File: src/rtl/uart_tx_arbiter.sv
// Round-robin arbiter that shares one uart_transmitter among N_REQ byte producers.
// Sequences grant -> single-cycle Tx_WR -> wait for Tx_BUSY to rise and fall, and owns baud/enable config.
module uart_tx_arbiter #(
  parameter int N_REQ  = 4,
  parameter int TO_CYC = 15
) (
  input  logic                 clk,
  input  logic                 reset,
  input  logic [N_REQ-1:0]     req,
  input  logic [8*N_REQ-1:0]   req_data,
  output logic [N_REQ-1:0]     ack,
  input  logic                 en,
  input  logic [2:0]           cfg_baud,
  input  logic                 cfg_wr,
  output logic [7:0]           Tx_DATA,
  output logic                 Tx_WR,
  output logic                 Tx_EN,
  output logic [2:0]           baud_select,
  input  logic                 Tx_BUSY,
  output logic [2:0]           grant_id,
  output logic                 busy,
  output logic                 err_timeout
);

  localparam int CNT_W = (TO_CYC < 2) ? 1 : $clog2(TO_CYC);

  typedef enum logic [1:0] {
    S_IDLE,
    S_WRITE,
    S_WAIT_BUSY,
    S_WAIT_DONE
  } state_t;

  state_t           state;
  logic [2:0]       rr_ptr;
  logic [CNT_W-1:0] to_cnt;
  logic             cfg_pend;
  logic [2:0]       cfg_val;

  logic [7:0]       req_ext;
  logic [63:0]      data_ext;
  logic             found;
  logic [2:0]       pick_id;
  logic [3:0]       cand;
  logic [7:0]       pick_oh;
  logic [2:0]       next_ptr;

  // Search upward from rr_ptr, wrapping modulo N_REQ; first set request wins.
  always_comb begin
    req_ext  = 8'(req);
    data_ext = 64'(req_data);
    found    = 1'b0;
    pick_id  = 3'd0;
    cand     = 4'd0;
    for (int i = 0; i < N_REQ; i++) begin
      cand = {1'b0, rr_ptr} + 4'(i);
      if (cand >= 4'(N_REQ))
        cand = cand - 4'(N_REQ);
      if (!found && req_ext[cand[2:0]]) begin
        found   = 1'b1;
        pick_id = cand[2:0];
      end
    end
    pick_oh  = 8'b1 << pick_id;
    next_ptr = (pick_id == 3'(N_REQ - 1)) ? 3'd0 : pick_id + 3'd1;
  end

  always_ff @(posedge clk or negedge reset) begin
    if (!reset) begin
      state       <= S_IDLE;
      rr_ptr      <= 3'd0;
      to_cnt      <= '0;
      cfg_pend    <= 1'b0;
      cfg_val     <= 3'd0;
      Tx_DATA     <= 8'd0;
      Tx_WR       <= 1'b0;
      ack         <= '0;
      Tx_EN       <= 1'b0;
      baud_select <= 3'b111;
      grant_id    <= 3'd0;
      busy        <= 1'b0;
      err_timeout <= 1'b0;
    end else begin
      Tx_EN <= en;
      Tx_WR <= 1'b0;
      ack   <= '0;
      if (cfg_wr)
        err_timeout <= 1'b0;
      // A config write outside IDLE is parked until the next IDLE edge; later strobes overwrite it.
      if (cfg_wr && state != S_IDLE) begin
        cfg_pend <= 1'b1;
        cfg_val  <= cfg_baud;
      end

      case (state)
        S_IDLE: begin
          if (cfg_pend) begin
            // Applying parked config consumes this edge, so the grant waits one cycle.
            baud_select <= cfg_wr ? cfg_baud : cfg_val;
            cfg_pend    <= 1'b0;
          end else if (en && found) begin
            Tx_DATA  <= data_ext[{pick_id, 3'b000} +: 8];
            grant_id <= pick_id;
            rr_ptr   <= next_ptr;
            Tx_WR    <= 1'b1;
            ack      <= pick_oh[N_REQ-1:0];
            busy     <= 1'b1;
            state    <= S_WRITE;
            if (cfg_wr) begin
              cfg_pend <= 1'b1;
              cfg_val  <= cfg_baud;
            end
          end else if (cfg_wr) begin
            baud_select <= cfg_baud;
          end
        end

        S_WRITE: begin
          to_cnt <= '0;
          state  <= S_WAIT_BUSY;
        end

        S_WAIT_BUSY: begin
          if (Tx_BUSY) begin
            state <= S_WAIT_DONE;
          end else if (to_cnt == CNT_W'(TO_CYC - 1)) begin
            err_timeout <= 1'b1;
            busy        <= 1'b0;
            state       <= S_IDLE;
          end else begin
            to_cnt <= to_cnt + 1'b1;
          end
        end

        S_WAIT_DONE: begin
          if (!Tx_BUSY) begin
            busy  <= 1'b0;
            state <= S_IDLE;
          end
        end

        default: state <= S_IDLE;
      endcase
    end
  end

endmodule

File: config.mk
export PLATFORM = sky130hd
export DESIGN_NAME = uart_tx_arbiter
export DESIGN_NICKNAME = d
export VERILOG_FILES = /design/src/rtl/uart_tx_arbiter.sv
export SDC_FILE = /design/constraint.sdc
export NUM_CORES = 1
export LEC_CHECK = 0
export CAP_MARGIN = 20
export CORE_MARGIN = 1.5
export CORE_UTILIZATION = 51
export DETAILED_ROUTE_END_ITERATION = 6
export PLACE_DENSITY_LB_ADDON = 0.15
export SLEW_MARGIN = 20
export SYNTH_ARGS = -nofsm -noshare
export SYNTH_HDL_FRONTEND = slang
export SYNTH_SLANG_ARGS = --single-unit
File: constraint.sdc
create_clock -name clk -period 6.8 [get_ports clk]
set_clock_uncertainty 0.2 [all_clocks]
set_input_delay 1.02 -clock clk [delete_from_list [all_inputs] [get_ports clk]]
set_output_delay 1.02 -clock clk [all_outputs]
set_load 0.005 [all_outputs]
==> results of run 1 <==
-- critical path, delay by kind of cell --
| kind | cells | cell delay (ps) |
|---|---|---|
| AO/OA/AOI/OAI | 3 | 530 |
| buffers and inverters | 2 | 740 |
| multiplexers | 1 | 590 |
| AND/OR/NAND/NOR | 2 | 770 |
-- power breakdown --
group	total [mW]	internal, mW	switching [mW]
clock network	0.178	0.107	0.0709
registers	0.378	0.283	0.0946
logic	0.632	0.324	0.308
-- per-layer routing --
metal	vias up	routed length, um
met3	9	291
met1	933	2270
met2	71	2440
met4	0	60
li1	925	-
met5	-	0
-- state kept, by name, summed over array words and instances, names as in the netlist --
signal / cells
Tx_WR: 1
baud_select: 3
grant_id: 3
rr_ptr: 3
cfg_pend: 1
to_cnt: 4
busy: 1
Tx_DATA: 8
cfg_val: 3
err_timeout: 1
ack: 4
state: 2
Tx_EN: 1
-- cell type report --
cell class | instances | area (sq um) | area share, %
timing repair buffer | 66 | 657 | 22.0
inverter | 18 | 67.6 | 2.27
clock inverter | 1 | 30.0 | 1.01
multi-input combinational | 156 | 1210 | 40.7
clock buffer | 6 | 72.6 | 2.43
sequential | 35 | 880 | 29.5
tap | 50 | 62.6 | 2.10
-- cell usage in the layout, fill, tap and decap left out, types with 4 or more instances in the layout --
cell / netlist / layout
a211oi_1: 5 / 5
a211oi_2: 4 / 4
a21boi_0: 8 / 8
a21oi_1: 8 / 8
clkbuf_8: 0 / 5
clkdlybuf4s50_1: 0 / 64
dfrtp_1: 32 / 32
ha_1: 4 / 4
inv_1: 17 / 17
mux2_4: 4 / 4
mux2i_1: 6 / 6
nand2_1: 17 / 17
nand2b_1: 5 / 5
nor2_1: 20 / 20
nor3_1: 5 / 5
o211a_1: 9 / 9
o21a_1: 4 / 4
o21ai_0: 11 / 11
o31ai_1: 6 / 6
-- Yosys cell counts (2+ instances only) --
library cell,number,area (sq um)
nor3_1,5,25.0
clkbuf_1,2,7.51
o22ai_1,2,12.5
mux2_4,4,60.1
o21a_1,4,30.0
a211oi_2,4,50.1
o22a_1,3,26.3
a21boi_0,8,60.1
and3_1,2,12.5
buf_6,6,67.6
o211a_1,9,90.1
o31ai_1,6,45.0
and2_1,2,12.5
a311oi_1,2,17.5
buf_2,2,10.0
nor2_1,20,75.1
a21oi_1,8,40.0
a211oi_1,5,37.5
o31ai_2,2,25.0
o21ai_0,11,55.1
nand2b_1,5,31.3
ha_1,4,50.1
nand2_1,17,63.8
inv_1,17,63.8
dfstp_2,3,78.8
mux2i_1,6,60.1
dfrtp_1,32,801
-- logic make-up (layout without fill, tap and decap cells) --
logic type / count (synthesis) / in the layout / synth area share [%]
xor+xnor: 1 / 1 / 0.390
compound gates: 76 / 76 / 28.8
simple gates: 62 / 62 / 14.1
flops: 35 / 35 / 39.2
fa+ha+maj: 4 / 4 / 2.23
buf+inv: 30 / 91 / 7.30
mux: 13 / 13 / 8.02
-- worst paths after layout --
kind | end | slack, ps | cells past startpoint
max | rr_ptr[0] | 3110 | 8
min | Tx_DATA[0] | 290 | 2
max reg2reg | rr_ptr[0] | 3270 | 9
min reg2reg | Tx_DATA[0] | 290 | 2
max in group asynchronous | Tx_DATA[3] | 5290 | 1
min in group asynchronous | cfg_val[0] | 610 | 1
-- metrics by stage --
stage	instance area (sq um)	setup WS (ps)	util, %	power [mW]
2_1_floorplan	2250	3780	-	0.832
3_3_place_gp	2870	2930	69.7	0.985
3_5_place_dp	2870	2830	69.7	0.998
4_1_cts	2970	3090	72.2	1.18
5_1_grt	2980	2910	72.5	1.28
6_report	2980	3110	72.5	1.19
==> impl_metrics.env, run 1 <==
export IMPL_htreeDepth=2
export IMPL_row_count=23
export IMPL_final_nets=330
export IMPL_worstPathArrival_ps=3650
export IMPL_maxCapViolCount=0
export IMPL_grt_use_met1_pct=30.9
export IMPL_antenna_cells=0
export IMPL_cts_tree="yes"
export IMPL_grt_overflow=0
export IMPL_outcome="finished, final reports clean"
export IMPL_period_minus_slack_ps=3690
export IMPL_gp_congestion=0.819
export IMPL_cts_root_buf="clkbuf_8"
export IMPL_wl_per_cell_um=15.2
export IMPL_slew_viol_final=0
export IMPL_grt_max_degree=36
export IMPL_hpwlAfterDp_um=3640
export IMPL_ir_drop_v=0.000209
export IMPL_tightest_slew_ps=780
export IMPL_power_density_mw_per_mm2=398
export IMPL_drt_iter0_markers=167
export IMPL_ant_nets=0
export IMPL_drive_above_1_share_pct=12.8
export IMPL_path_class="in2reg"
export IMPL_start_util_pct=54.6
export IMPL_firstDrtPassIters=4
export IMPL_ios=66
export IMPL_groute_usage_overall_pct=22.2
export IMPL_fillers=325
export IMPL_timing_rr_start="rr_ptr[0]"
export IMPL_post_cts_buffers=0
export IMPL_fp_dieW_um=69.4
export IMPL_avgViaCountPerCell=5.84
export IMPL_fin_hold_ws_ps=289
export IMPL_worstPathRequired_ps=6760
export IMPL_synth_top_flop_cell="dfrtp_1"
export IMPL_syn2layout_area_growth_pct=32.8
export IMPL_core_area_sq_mm=0.00412
export IMPL_stdcell_count=332
export IMPL_use_met3_pct=4.22
export IMPL_ys_seq_area_share_pct=39.2
export IMPL_yosysUniqueCellTypes=57
export IMPL_crit_fanout=22
export IMPL_min_from="Tx_DATA[0]"
export IMPL_synth_nets=269
export IMPL_cts_buffers=5
export IMPL_fin_setup_tns_ps=0
export IMPL_numPortBuffers=65
export IMPL_leakage_nw=1.31
export IMPL_cts_reportedPaths_clkPinSlew_ps=70
export IMPL_crit_start="req[2]"
export IMPL_grt_pass1_wl_um=8850
export IMPL_die_area_sq_mm=0.00481
export IMPL_worst_path_max_delay_cell="mux4_2"
export IMPL_vias=1938
export IMPL_fp_dieH_um=69.4
export IMPL_clock_sinks=35
export IMPL_grt_setup_unrepaired="no"
export IMPL_grt_busiest_layer="met2"
export IMPL_worstSkewPairLatency_ps=280
export IMPL_cp_end_kind="register"
export IMPL_post_cts_resize_count=0
export IMPL_clockBufferDepth=2
export IMPL_hp_class="reg2reg"
export IMPL_syn_cell_area_sq_mm=0.00225
export IMPL_drc_errors=0
export IMPL_fmax_mhz=271
export IMPL_grt_pass1_vias=1896
export IMPL_start_kind="primary input"
export IMPL_setup_viol=0
export IMPL_min_period_over_period_pct=54.3
export IMPL_synth_edf_count=0
export IMPL_hold_viol=0
export IMPL_use_met2_pct=34.9
export IMPL_grt_antenna_before_repair=0
export IMPL_slowest_delay_ps=590
export IMPL_synthCells=221
export IMPL_wl_um=5060
export IMPL_placedCellCount=324
export IMPL_synth_seq_cells=35
export IMPL_async_reset_ff_share_pct=100
export IMPL_max_slew_margin_rel_pct=48.0
export IMPL_crit_chain="clkdlybuf4s50_1, mux4_2, a21oi_4, a311oi_2, nand2_1, inv_2, nand2b_1, o21ai_0"
export IMPL_cts_hold_buf=0
export IMPL_syn_area_per_cell_sq_um=10.2
export IMPL_yosys_warnings=0
Note: power is estimated with default switching activity, not from simulation.
==> run 2, diff against run 1 <==
--- a/config.mk
+++ b/config.mk
@@ -7,7 +7,7 @@
 export LEC_CHECK = 0
 export CAP_MARGIN = 20
 export CORE_MARGIN = 1.5
-export CORE_UTILIZATION = 51
+export CORE_UTILIZATION = 48
 export DETAILED_ROUTE_END_ITERATION = 6
 export PLACE_DENSITY_LB_ADDON = 0.15
 export SLEW_MARGIN = 20
==> constraint.sdc (replaced) <==
create_clock -name clk -period 3.7 [get_ports clk]
set_clock_uncertainty 0.2 [all_clocks]
set_input_delay 0.555 -clock clk [delete_from_list [all_inputs] [get_ports clk]]
set_output_delay 0.555 -clock clk [all_outputs]
set_load 0.005 [all_outputs]
==> impl_metrics.env, run 2 (synthesized netlist as in run 1, its figures left out) <==
export IMPL_slew_viol_final=0
export IMPL_fp_dieW_um=71.4
export IMPL_largest_register_ffs=8
export IMPL_syn2layout_area_growth_pct=35.2
export IMPL_wl_um=5040
export IMPL_drive_above_1_share_pct=14.3
export IMPL_avgViaCountPerCell=5.53
export IMPL_path_class="reg2reg"
export IMPL_hpwlAfterDp_um=3640
export IMPL_r2r_end="Tx_DATA[3]"
export IMPL_max_slew_margin_rel_pct=50.2
export IMPL_worstPathArrival_ps=3100
export IMPL_cp_end_kind="register"
export IMPL_tightest_slew_ps=744
export IMPL_hold_end="grant_id[1]"
export IMPL_final_nets=334
export IMPL_seq_area_sq_um=880
export IMPL_crit_fanout=12
export IMPL_htreeDepth=2
export IMPL_post_cts_buffers=0
export IMPL_grt_antenna_before_repair=0
export IMPL_row_count=24
export IMPL_antenna_cells=0
export IMPL_reg_largest_list="Tx_DATA x8, ack x4, to_cnt x4"
export IMPL_worstRegToRegCells=8
export IMPL_core_area_sq_mm=0.00441
export IMPL_fin_hold_ws_ps=284
export IMPL_crit_chain="inv_1, ha_1, mux4_2, a311oi_1, o41ai_4, buf_6, a211oi_1, o31ai_1"
export IMPL_fin_setup_tns_ps=0
export IMPL_cts_buffers=5
export IMPL_postPlaceCellArea_sq_mm=0.00291
export IMPL_vias=1875
export IMPL_post_cts_resize_count=0
export IMPL_hold_viol=0
export IMPL_grt_max_degree=36
export IMPL_ios=66
export IMPL_maxCapViolCount=0
export IMPL_outcome="finished, final reports clean"
export IMPL_fillers=366
export IMPL_cts_root_buf="clkbuf_8"
export IMPL_grt_setup_unrepaired="no"
export IMPL_fp_dieH_um=71.4
export IMPL_slowest_delay_ps=570
export IMPL_clock_sinks=35
export IMPL_worst_path_max_delay_cell="dfrtp_1"
export IMPL_wl_per_cell_um=14.9
export IMPL_leakage_nw=1.34
export IMPL_fmax_mhz=319
export IMPL_final_cell_mix="65 x clkdlybuf4s50_1, 32 x dfrtp_1, 20 x nor2_1, 17 x inv_1, 17 x nand2_1"
export IMPL_ant_nets=0
export IMPL_die_area_sq_mm=0.00510
export IMPL_min_period_over_period_pct=84.6
export IMPL_stdcell_count=339
export IMPL_grt_pass1_wl_um=8740
export IMPL_worstSkewPairLatency_ps=290
export IMPL_final_common_cell="clkdlybuf4s50_1"
export IMPL_finalPower_mw=2.21
export IMPL_gp_congestion=0.780
export IMPL_min_from="grant_id[1]"
export IMPL_start_kind="register"
export IMPL_top_register="Tx_DATA"
export IMPL_groute_usage_overall_pct=21.5
export IMPL_ir_drop_v=0.000419
export IMPL_worstPathRequired_ps=3670
export IMPL_cts_reportedPaths_clkPinSlew_ps=70
export IMPL_multi_input_area_sq_mm=0.00121
export IMPL_start_util_pct=50.9
export IMPL_numPortBuffers=65
export IMPL_firstDrtPassIters=4
export IMPL_cts_hold_buf=0
export IMPL_setup_viol=0
export IMPL_period_minus_slack_ps=3130
export IMPL_drc_errors=0
export IMPL_hold_path_depth=2
export IMPL_rrSetupSlack_ps=570
export IMPL_finalInstanceArea_sq_mm=0.00304
export IMPL_clockBufferDepth=2
export IMPL_hp_class="reg2reg"
export IMPL_cts_tree="yes"
export IMPL_drt_iter0_markers=65
export IMPL_timing_rr_start="rr_ptr[1]"
export IMPL_grt_overflow=0
export IMPL_power_density_mw_per_mm2=729
export IMPL_placedCellCount=330
export IMPL_grt_pass1_vias=1855
run 2: cell count changes in the layout (fill, tap and decap cells not counted):
cell	delta
buf_4	+4
clkinv_2	+1
clkbuf_8	+1
buf_2	-1
clkdlybuf4s50_1	+1
clkbuf_1	-1
run 2: area by class of cell:
class | instances | area share, %
clock buffers | 6 | 2.72
clock inverters | 2 | 1.15
inverters | 18 | 2.23
multi-input cells | 156 | 40.0
flip-flops and latches | 35 | 29.0
well taps | 52 | 2.14
repair buffers | 70 | 22.8
run 2: critical path: cells and delay by family (launching register included):
| kind | cells | cell delay [ps] |
|---|---|---|
| flip-flops | 1 | 570 |
| multiplexers | 1 | 390 |
| adder cells (fa/ha/maj) | 1 | 410 |
| buffers and inverters | 2 | 340 |
| AO/OA/AOI/OAI | 4 | 1100 |
run 2: how the worst max path moves through the flow:
stage	startpoint	end	slack (ps)	cells after the start
after floorplan	rr_ptr[0]	cfg_val[0]	970	9
after global placement	req[0]	rr_ptr[0]	370	6
after detailed placement	req[0]	Tx_DATA[4]	230	6
after CTS	rr_ptr[1]	Tx_DATA[4]	520	7
after global routing	rr_ptr[1]	Tx_DATA[3]	270	8
final	rr_ptr[1]	Tx_DATA[3]	570	8
run 2: where the power goes:
group / total [mW] / internal (mW) / switching, mW
Combinational: 1.19 / 0.606 / 0.585
Clock: 0.360 / 0.218 / 0.142
Sequential: 0.664 / 0.521 / 0.143
run 2: through the flow:
stage / setup slack [ps] / util [%]
after floorplan: 968 / -
after global placement: 366 / 65.8
after detailed placement: 230 / 65.8
after CTS: 525 / 68.5
after global routing: 275 / 68.8
final: 569 / 68.8
run 2: routing by layer:
layer / up-vias / part of all wire, % / routed length, um / track usage (%)
met4: 0 / 1.0 / 51 / 6.08
met3: 5 / 5.9 / 298 / 5.34
met2: 60 / 48 / 2420 / 35.4
li1: 931 / - / - / -
met5: - / 0 / 0 / 0
met1: 879 / 45 / 2270 / 28.1
